[src/rtl/rsa_pkg.sv]
// ----------------------------------------------------------------------------
// rsa_pkg
// Shared definitions for the modexp host link: the transmit framer's state
// encoding, the receiver's state encoding, and the default frame header byte.
// No ports; imported with "import rsa_pkg::*;".
// ----------------------------------------------------------------------------
package rsa_pkg;

    // Transmit framer states: waiting for a word, sending the header byte,
    // sending the data bytes MSB first.
    typedef enum logic [1:0] {
        IDLE = 2'd0,
        HDR  = 2'd1,
        DATA = 2'd2
    } txState_e;

    // Byte-assembling receiver states, kept beside the transmitter's so both
    // ends of the link share one definition file.
    typedef enum logic [1:0] {
        RX_IDLE    = 2'd0,
        RX_COLLECT = 2'd1,
        RX_DONE    = 2'd2
    } rxState_e;

    // Marker byte that opens every framed result word.
    localparam logic [7:0] HDR_BYTE_DEFAULT = 8'hA5;

endpackage : rsa_pkg

[src/rtl/parallel_to_serial.sv]
// ----------------------------------------------------------------------------
// parallel_to_serial
// Takes one N-bit result word from the exponentiation datapath and emits it
// to the UART transmitter as a byte stream, big-endian (MSB byte first),
// optionally preceded by a header byte.
//
// Ports:
//   clk        in   rising-edge clock
//   rst        in   asynchronous, active-low reset
//   rx_valid   in   rx_word is valid
//   rx_word    in   N-bit word to send
//   rx_ready   out  block can accept a word (registered)
//   tx_byte    out  byte presented to the UART TX
//   tx_valid   out  tx_byte is valid
//   tx_ready   in   UART TX takes tx_byte this cycle
//   busy       out  a frame is in progress
//   frame_done out  one-cycle pulse after the last byte transfer
// ----------------------------------------------------------------------------
module parallel_to_serial
    import rsa_pkg::*;
#(
    parameter int         N        = 32,
    parameter int         NBYTES   = 4,
    parameter int         CNTW     = 3,
    parameter bit         HDR_EN   = 1'b1,
    parameter logic [7:0] HDR_BYTE = HDR_BYTE_DEFAULT
) (
    input  logic         clk,
    input  logic         rst,
    input  logic         rx_valid,
    input  logic [N-1:0] rx_word,
    output logic         rx_ready,
    output logic [7:0]   tx_byte,
    output logic         tx_valid,
    input  logic         tx_ready,
    output logic         busy,
    output logic         frame_done
);

    // Parameter sanity: a word must split into whole bytes and the counter
    // must be wide enough to hold the full byte count.
    if ((N % 8) != 0 || N < 8) begin : gBadWidth
        $error("parallel_to_serial: N must be a positive multiple of 8");
    end
    if (NBYTES != N / 8) begin : gBadBytes
        $error("parallel_to_serial: NBYTES must equal N/8");
    end
    if (NBYTES >= (1 << CNTW)) begin : gBadCounter
        $error("parallel_to_serial: CNTW too narrow to hold NBYTES");
    end

    txState_e         state_q, state_d;
    logic [CNTW-1:0]  cnt_q, cnt_d;
    logic [N-1:0]     shift_q, shift_d;
    logic [7:0]       txByte_q, txByte_d;
    logic             txValid_q, txValid_d;
    logic             rxReady_q, rxReady_d;
    logic             frameDone_q, frameDone_d;
    logic             byteXfer;

    assign byteXfer = txValid_q && tx_ready;

    // State and datapath registers. Reset drops any frame in flight.
    always_ff @(posedge clk or negedge rst) begin
        if (!rst) begin
            state_q     <= IDLE;
            cnt_q       <= '0;
            shift_q     <= '0;
            txByte_q    <= 8'h00;
            txValid_q   <= 1'b0;
            rxReady_q   <= 1'b0;
            frameDone_q <= 1'b0;
        end else begin
            state_q     <= state_d;
            cnt_q       <= cnt_d;
            shift_q     <= shift_d;
            txByte_q    <= txByte_d;
            txValid_q   <= txValid_d;
            rxReady_q   <= rxReady_d;
            frameDone_q <= frameDone_d;
        end
    end

    // Next-state logic. The counter holds the number of data bytes still to
    // be loaded after the one currently on tx_byte; a transfer with the
    // counter at zero is therefore the last byte of the frame.
    always_comb begin
        state_d     = state_q;
        cnt_d       = cnt_q;
        shift_d     = shift_q;
        txByte_d    = txByte_q;
        txValid_d   = txValid_q;
        rxReady_d   = rxReady_q;
        frameDone_d = 1'b0;

        case (state_q)
            IDLE: begin
                if (rx_valid && rxReady_q) begin
                    rxReady_d = 1'b0;
                    txValid_d = 1'b1;
                    if (HDR_EN) begin
                        shift_d  = rx_word;
                        cnt_d    = CNTW'(NBYTES);
                        txByte_d = HDR_BYTE;
                        state_d  = HDR;
                    end else begin
                        shift_d  = rx_word << 8;
                        cnt_d    = CNTW'(NBYTES - 1);
                        txByte_d = rx_word[N-1 -: 8];
                        state_d  = DATA;
                    end
                end else begin
                    // First edge out of reset (or any idle edge) opens the input.
                    rxReady_d = 1'b1;
                end
            end

            HDR: begin
                if (byteXfer) begin
                    txByte_d = shift_q[N-1 -: 8];
                    shift_d  = shift_q << 8;
                    cnt_d    = cnt_q - CNTW'(1);
                    state_d  = DATA;
                end
            end

            DATA: begin
                if (byteXfer) begin
                    if (cnt_q != '0) begin
                        txByte_d = shift_q[N-1 -: 8];
                        shift_d  = shift_q << 8;
                        cnt_d    = cnt_q - CNTW'(1);
                    end else begin
                        txValid_d   = 1'b0;
                        rxReady_d   = 1'b1;
                        frameDone_d = 1'b1;
                        state_d     = IDLE;
                    end
                end
            end

            default: begin
                state_d = IDLE;
            end
        endcase
    end

    assign rx_ready   = rxReady_q;
    assign tx_byte    = txByte_q;
    assign tx_valid   = txValid_q;
    assign busy       = (state_q != IDLE);
    assign frame_done = frameDone_q;

endmodule : parallel_to_serial

[config.mk]
export PLATFORM = sky130hd
export DESIGN_NAME = parallel_to_serial
export DESIGN_NICKNAME = d
export VERILOG_FILES = /design/src/rtl/rsa_pkg.sv /design/src/rtl/parallel_to_serial.sv
export SDC_FILE = /design/constraint.sdc
export NUM_CORES = 1
export LEC_CHECK = 0
export CORE_ASPECT_RATIO = 0.5
export CORE_UTILIZATION = 48
export DETAILED_ROUTE_END_ITERATION = 8
export GPL_TIMING_DRIVEN = 1
export PLACE_DENSITY_LB_ADDON = 0.08
export SETUP_SLACK_MARGIN = 0.2
export SYNTH_ARGS = -nofsm -noshare
export SYNTH_HDL_FRONTEND = slang
export SYNTH_SLANG_ARGS = --single-unit
[constraint.sdc]
create_clock -name clk -period 2.65 [get_ports clk]
set_input_delay 0.53 -clock clk [delete_from_list [all_inputs] [get_ports clk]]
set_output_delay 0.53 -clock clk [all_outputs]
set_load 0.05 [all_outputs]
==> key figures, run 1 <==
Status
  • Status: finished clean

Power
  • P_leak: roughly 1.4 nW
  • Pwr per Cell Area: approximately 450 mW/mm^2
  • Power consumption: 0.00142 W
  • Max VDD drop: 0.294 mV

Clock network
  • CTS tree: built
  • Post-CTS setup buffer count: 0
  • Clock-pin slew on the worst setup and hold paths: approximately 0.090 ns
  • Clock Sink Count: 48
  • CTS buffer count: 5
  • Worst-Skew Late Latency: ~0.30 ns
  • CTS max path bufs: 2
  • Root Driver: clkbuf_8
  • H-tree levels: 2

Floorplan
  • Die area: 0.00550 sq mm
  • IO Count: 48
  • FP Rows: 18
  • Die Wd: 104 microns
  • Die height: 53.0 microns
  • Starting Density: 0.503
  • Core area: 0.00495 sq mm

Synthesis
  • Adder-cell share of the synthesized area: 0.0301
  • Fraction of the yosys area taken by sequential cells: 0.482
  • Synth Register Bits: 48
  • Synth Warn #: 0
  • Net Count, Synth: around 220
  • Synth top area cells: dfrtp_1 (48%), mux2_4 (18%), mux2_2 (13%)
  • Gate Count Post-Synth: 177
  • Largest family of logic cells by synthesized area: multiplexers
  • Post-synthesis xor/xnor area fraction: 0
  • Synth Area in Compound Gates: 0.0286
  • Post-Synth Simple-Gate Area: 0.0673
  • Synthesized area: 0.00249 sq mm
  • Post-Syn Area per Cell: 14.1 sq um
  • Synth top area share: 0.482
  • Post-synthesis mux area share: 0.353
  • Distinct cell type count after synthesis: 24
  • Post-synth top area cell: dfrtp_1

STA
  • Hold slack: 0.312 ns
  • Final setup vio count: 0
  • Slew margin rel.: 0.601
  • Worst-Margin Slew: 0.598 ns
  • RSZ-0062 raised after global routing: no
  • Final period util: 0.799
  • Final hold violations: 0
  • Fin crit period: about 2.1 ns
  • Final Skew: 0.00482 ns
  • Final Slew Violations: 0
  • Max Freq: 472 MHz
  • Setup_tns: 0 ns

Critical path
  • Worst setup SP type: flop
  • Worst path arrival time: 2.30 ns
  • Reg2reg end: shift_q[24]$_DFFE_PN0P_
  • Critical path launch point: state_q[0]$_DFFE_PN0P_
  • CP endpoint kind: flop
  • Critical path type: reg -> reg
  • CP Max Fanout: 43
  • Reg2reg path depth: 6
  • Crit path to: shift_q[24]$_DFFE_PN0P_
  • R2r setup slk: 0.53 ns
  • Worst r2r src: state_q[0]$_DFFE_PN0P_
  • Worst Path Required: roughly 2.8 ns

Drt
  • Vias per inst: about 5.0
  • WL per Instance: 13.6 microns
  • DRC violations left: 0
  • Vias: ~1,500
  • Routed WL: approximately 4 mm
  • Starting DRT DRC Count: 61
  • Detail Route Antenna Nets: 0
  • DRT Pass-1 Iters: 3

GRT
  • Global route overflow: 0
  • Initial antenna violation count: 0
  • First-pass GRT wire length: just under 7 mm
  • Gr usage total: 0.164
  • Vias in the first global route: 1,525
  • Largest net degree at the start of global routing: 49

Layout
  • Share of cells above drive strength 1: 0.319
  • Finished Core Util: 0.634
  • Filler cell count: ~400
  • Post-layout nets: 267
  • Register Area: between 0.001 and 0.0015 sq mm
  • Area Growth Syn to Fin: 26.1%
  • Fin cells: 296
  • Antenna Cells: 0
  • Multi-input logic area: 0.00119 sq mm

Min path
  • Worst hold path type: in -> async

Placed design
  • Final GP Congestion: 0.695
  • Post-DP HPWL: between 2 and 3 mm
  • IO Port Bufs: 47
  • Post-placement cell count: 288

Job
  • Max_cap viols: 0
-- state kept, by name (all words and copies together) (netlist names) --
register,count
tx_valid,1
state_q,2
rx_ready,1
shift_q,32
frame_done,1
cnt_q,3
tx_byte,8
-- cell type report --
type / count / share of cell area
clock buffer: 5 / 0.0219
clock inverter: 3 / 0.0135
inverter: 9 / 0.0107
multi-input combinational: 111 / 0.380
sequential: 48 / 0.382
tap: 70 / 0.0279
timing repair buffer: 50 / 0.164
-- placed cells by master (no fill, tap or decap), types with 2 or more instances in the layout --
cell and instances:
mux2_1 3, nand2b_1 6, buf_12 2, mux2_2 28, clkbuf_8 5, clkdlybuf4s50_1 45
a2bb2oi_1 2, nor2b_1 8, mux2i_1 8, nand3b_1 2, nand2_1 6, a31oi_1 2
dfrtp_1 48, o21ai_0 2, ha_1 6, inv_1 9, mux2_4 30
-- repair_timing --
item / 4_1_cts / 5_1_grt
setup endpoints to repair: 0 / 1
resized for setup: 0 / 1
hold buffers: 0 / 0
endpoints found under the hold margin: 0 / 0
-- cells in the mapped netlist, drive strengths merged --
cell type	number
mux2	61
dfrtp	48
inv	9
mux2i	8
nor2b	8
ha	6
nand2	6
nand2b	6
clkbuf	5
buf	4
a2bb2oi	2
a31oi	2
nand3b	2
o21ai	2
a211oi	1
a21boi	1
and3b	1
nand3	1
nor2	1
nor4	1
o31ai	1
o32ai	1
-- worst max-delay path, cell delays in order, from the launching register on --
cell and delay [ns]:
dfrtp_1 0.38, inv_1 0.08, ha_1 0.27, and3b_4 0.23, nor4_4 0.31, buf_12 0.33, mux2_2 0.38
-- power breakdown --
part           internal (W)  switching, W
logic             0.0000901     0.0000333
clock network      0.000279      0.000246
registers          0.000757     0.0000131
-- worst min path at each step --
stage	to	cells past startpoint	slack [ns]
after floorplan	cnt_q[0]$_DFFE_PN0P_	0	0.23
after CTS	frame_done$_DFF_PN0_	2	0.34
final	rx_ready$_DFFE_PN0P_	2	0.31
after global placement	shift_q[21]$_DFFE_PN0P_	1	0.46
after global routing	frame_done$_DFF_PN0_	2	0.37
after detailed placement	shift_q[20]$_DFFE_PN0P_	1	0.48
-- cells by family after synthesis --
group,Yosys count
AOI/OAI and AO/OA,10
adders and majority gates,6
buffers and inverters,18
DFF,48
muxes,69
and+or+nand+nor,26
-- routing by layer --
layer / GRT usage / vias to the layer above / wire length [microns]
met2: 0.284 / 28 / 1850
met5: 0 / - / 0
met4: 0.0643 / 0 / 55
met1: 0.198 / 750 / 1970
li1: - / 709 / -
met3: 0.0493 / 7 / 144
-- metrics by stage --
| stage | area [sq um] | setup WS (ns) |
|---|---|---|
| after global placement | 3030 | 0.356 |
| after global routing | 3140 | 0.425 |
| final | 3140 | 0.533 |
| after floorplan | 2490 | 0.615 |
| after CTS | 3140 | 0.217 |
| after detailed placement | 3030 | 0.309 |
(Power assumes the default switching activity.)
==> run 2: changes to the inputs <==
- CORE_UTILIZATION: 48 -> 47
- clock period: 2.65 -> 1.8 ns (I/O delays scaled with it)
==> key figures, run 2 (synthesized netlist as in run 1, its figures left out) <==
Critical path
  • CP max-delay cell: dfrtp_1
  • Crit path cell chain: ha_4 -> and3b_4 -> nor4_4 -> buf_4 -> buf_12 -> buf_12 -> mux2_4
  • CP endpoint kind: flop
  • Crit path max-delay family: buffers and inverters
  • Reg2reg end: shift_q[9]$_DFFE_PN0P_
  • WP buf/inv: 3 (+1)
  • CP Max Fanout: 11 (-74%)
  • Reg2reg path depth: 7 (+1)
  • Worst setup SP type: flop
  • Worst r2r src: state_q[1]$_DFFE_PN0P_
  • Worst path arrival time: 2.16 ns (-0.14 ns)
  • Most used cell, CP: buf_12
  • Critical path launch point: state_q[1]$_DFFE_PN0P_
  • Largest stage delay, worst path: 0.44 ns (+0.06 ns)
  • Critical path type: reg -> reg
  • Worst Path Required: 1.98 ns (-0.86 ns)
  • R2r setup slk: -0.18 ns (-0.71 ns)

Placed design
  • Post-DP HPWL: 3.03 mm (+18%)
  • Final GP Congestion: 0.781 (+12%)
  • Area post-placement: 0.00327 sq mm (+8.0%)
  • DP Worst Slack: -0.259 ns (-0.567 ns)
  • IO Port Bufs: 47 (unchanged)
  • Post-placement cell count: 309 (+7.3%)

Floorplan
  • FP Rows: 18 (unchanged)
  • IO Count: 48 (unchanged)
  • Starting Density: 0.496 (-0.00677)
  • Core area: 0.00502 sq mm (+1.4%)
  • Die Wd: 105 microns (+1.0%)
  • Die height: 53.5 microns (+1.0%)
  • Die area: 0.00562 sq mm (+2.1%)

STA
  • Max Freq: 506 MHz (+7.2%)
  • Final setup margin: -0.176 ns (-0.709 ns)
  • RSZ-0062 raised after global routing: yes
  • Worst-Margin Slew: 0.309 ns (-0.289 ns)
  • Final Slew Violations: 0 (unchanged)
  • Slew margin rel.: 0.793 (+0.192)
  • Final Skew: 0.00680 ns (+0.00198 ns)
  • Final period util: 1.10 (+0.299)
  • Final setup vio count: 42 (+42)
  • Final hold violations: 0 (unchanged)
  • Hold slack: 0.0233 ns (-0.288 ns)
  • Fin crit period: 1.98 ns (-0.141 ns)

Clock network
  • Clock-pin slew on the worst setup and hold paths: 0.09 ns (about the same)
  • Worst-Skew Late Latency: 0.30 ns (about the same)
  • CTS tree: built
  • CTS buffer count: 5 (unchanged)
  • Clock Sink Count: 48 (unchanged)
  • Root Driver: clkbuf_8
  • H-tree levels: 2 (unchanged)
  • CTS max path bufs: 2 (unchanged)
  • Post-CTS Hold Buffers: 0 (unchanged)

Drt
  • Routed WL: 4.74 mm (+18%)
  • Vias per inst: 4.90 (-2.8%)
  • DRT Pass-1 Iters: 4 (+1)
  • WL per Instance: 14.5 microns (+7.1%)
  • Detail Route Antenna Nets: 0 (unchanged)
  • DRC violations left: 0 (unchanged)
  • Vias: 1,599 (+7.0%)
  • Starting DRT DRC Count: 30 (-51%)

GRT
  • Largest net degree at the start of global routing: 49 (unchanged)
  • Vias in the first global route: 1,618 (+6.1%)
  • Gr usage total: 0.180 (+0.0154)
  • First-pass GRT wire length: 7.51 mm (+9.6%)
  • Initial antenna violation count: 0 (unchanged)
  • Global route overflow: 0 (unchanged)

Job
  • Max_cap viols: 0 (unchanged)

Layout
  • Fin cells: 326 (+10%)
  • Register Area: 0.00120 sq mm (+0.21%)
  • Post-layout nets: 297 (+11%)
  • Commonest cells after routing, fill and taps aside: dfrtp_1 (46), mux2_4 (36), clkdlybuf4s50_1 (34), buf_4 (30), mux2_2 (25)
  • Design Area, Final: 0.00353 sq mm (+12%)
  • Share of cells above drive strength 1: 0.508 (+0.189)
  • Max reg flops: 32 (unchanged)
  • Antenna Cells: 0 (unchanged)
  • Area Growth Syn to Fin: 41.7%
  • Multi-input logic area: 0.00128 sq mm (+7.4%)
  • Filler cell count: 351 (-13%)
  • Commonest non-fill, non-tap cell in the layout: dfrtp_1
  • Top reg by flops: shift_q

Power
  • Max VDD drop: 0.363 mV (+24%)
  • P_leak: 1.57 nW (+15%)
  • Pwr per Cell Area: 569 mW/mm^2 (+26%)

Min path
  • Worst hold path type: in -> async

Status
  • Status: complete, but fails checks
  • Violated checks: negative setup slack
-- run 2: changes by cell type in the layout (fill, tap and decap cells not counted), moves of 4 or more --
cell,delta
buf_12,+6
buf_4,+29
buf_6,+6
clkdlybuf4s50_1,-11
ha_1,-4
mux2_4,+6
-- run 2: routing by layer --
metal	vias up	part of all wire	GRT usage
met5	-	0	0
met4	0	0.0072	0.0563
met3	4	0.030	0.0456
li1	771	-	-
met1	798	0.48	0.223
met2	26	0.48	0.316
-- run 2: worst max-delay path by stage --
stage | to | slack [ns] | cells past startpoint
floorplan | shift_q[0]$_DFFE_PN0P_ | -0.14 | 5
global placement | shift_q[19]$_DFFE_PN0P_ | -0.24 | 6
detailed placement | tx_byte[2]$_DFFE_PN0P_ | -0.26 | 6
CTS | shift_q[9]$_DFFE_PN0P_ | -0.15 | 6
global route | shift_q[21]$_DFFE_PN0P_ | -0.22 | 7
finish | shift_q[9]$_DFFE_PN0P_ | -0.18 | 7
-- run 2: final cells by class --
type	count	share of cell area
well taps	70	0.0248
inverters	9	0.0103
repair buffers	80	0.233
clock buffers	6	0.0234
flip-flops and latches	48	0.341
multi-input cells	111	0.363
clock inverters	2	0.00425
-- run 2: timing repair --
item,CTS,global route
buffers inserted,1,7
pin swaps,0,3
endpoints found under the setup margin,46,46
gates cloned,0,1
resized for setup,4,15
-- run 2: through the flow --
stage	setup TNS (ns)	utilization	total power (W)
global placement	-8.70	0.651	0.00135
CTS	-4.19	0.678	0.00205
finish	-5.34	0.703	0.00201
floorplan	-4.43	-	0.00123
detailed placement	-9.19	0.651	0.00135
global route	-7.39	0.703	0.00212
-- run 2: worst reg2reg max path, stage by stage (launching register included) --
cell     delay [ns]
dfrtp_1        0.44
ha_4           0.19
and3b_4        0.19
nor4_4         0.25
buf_4          0.19
buf_12         0.14
buf_12         0.15
mux2_4         0.31
-- run 2: where the power goes --
group / internal (W) / total, W / switching, W
registers: 0.00111 / 0.00113 / 0.0000208
clock network: 0.000311 / 0.000679 / 0.000367
logic: 0.000143 / 0.000197 / 0.0000539
total: 0.00157 / 0.00201 / 0.000442
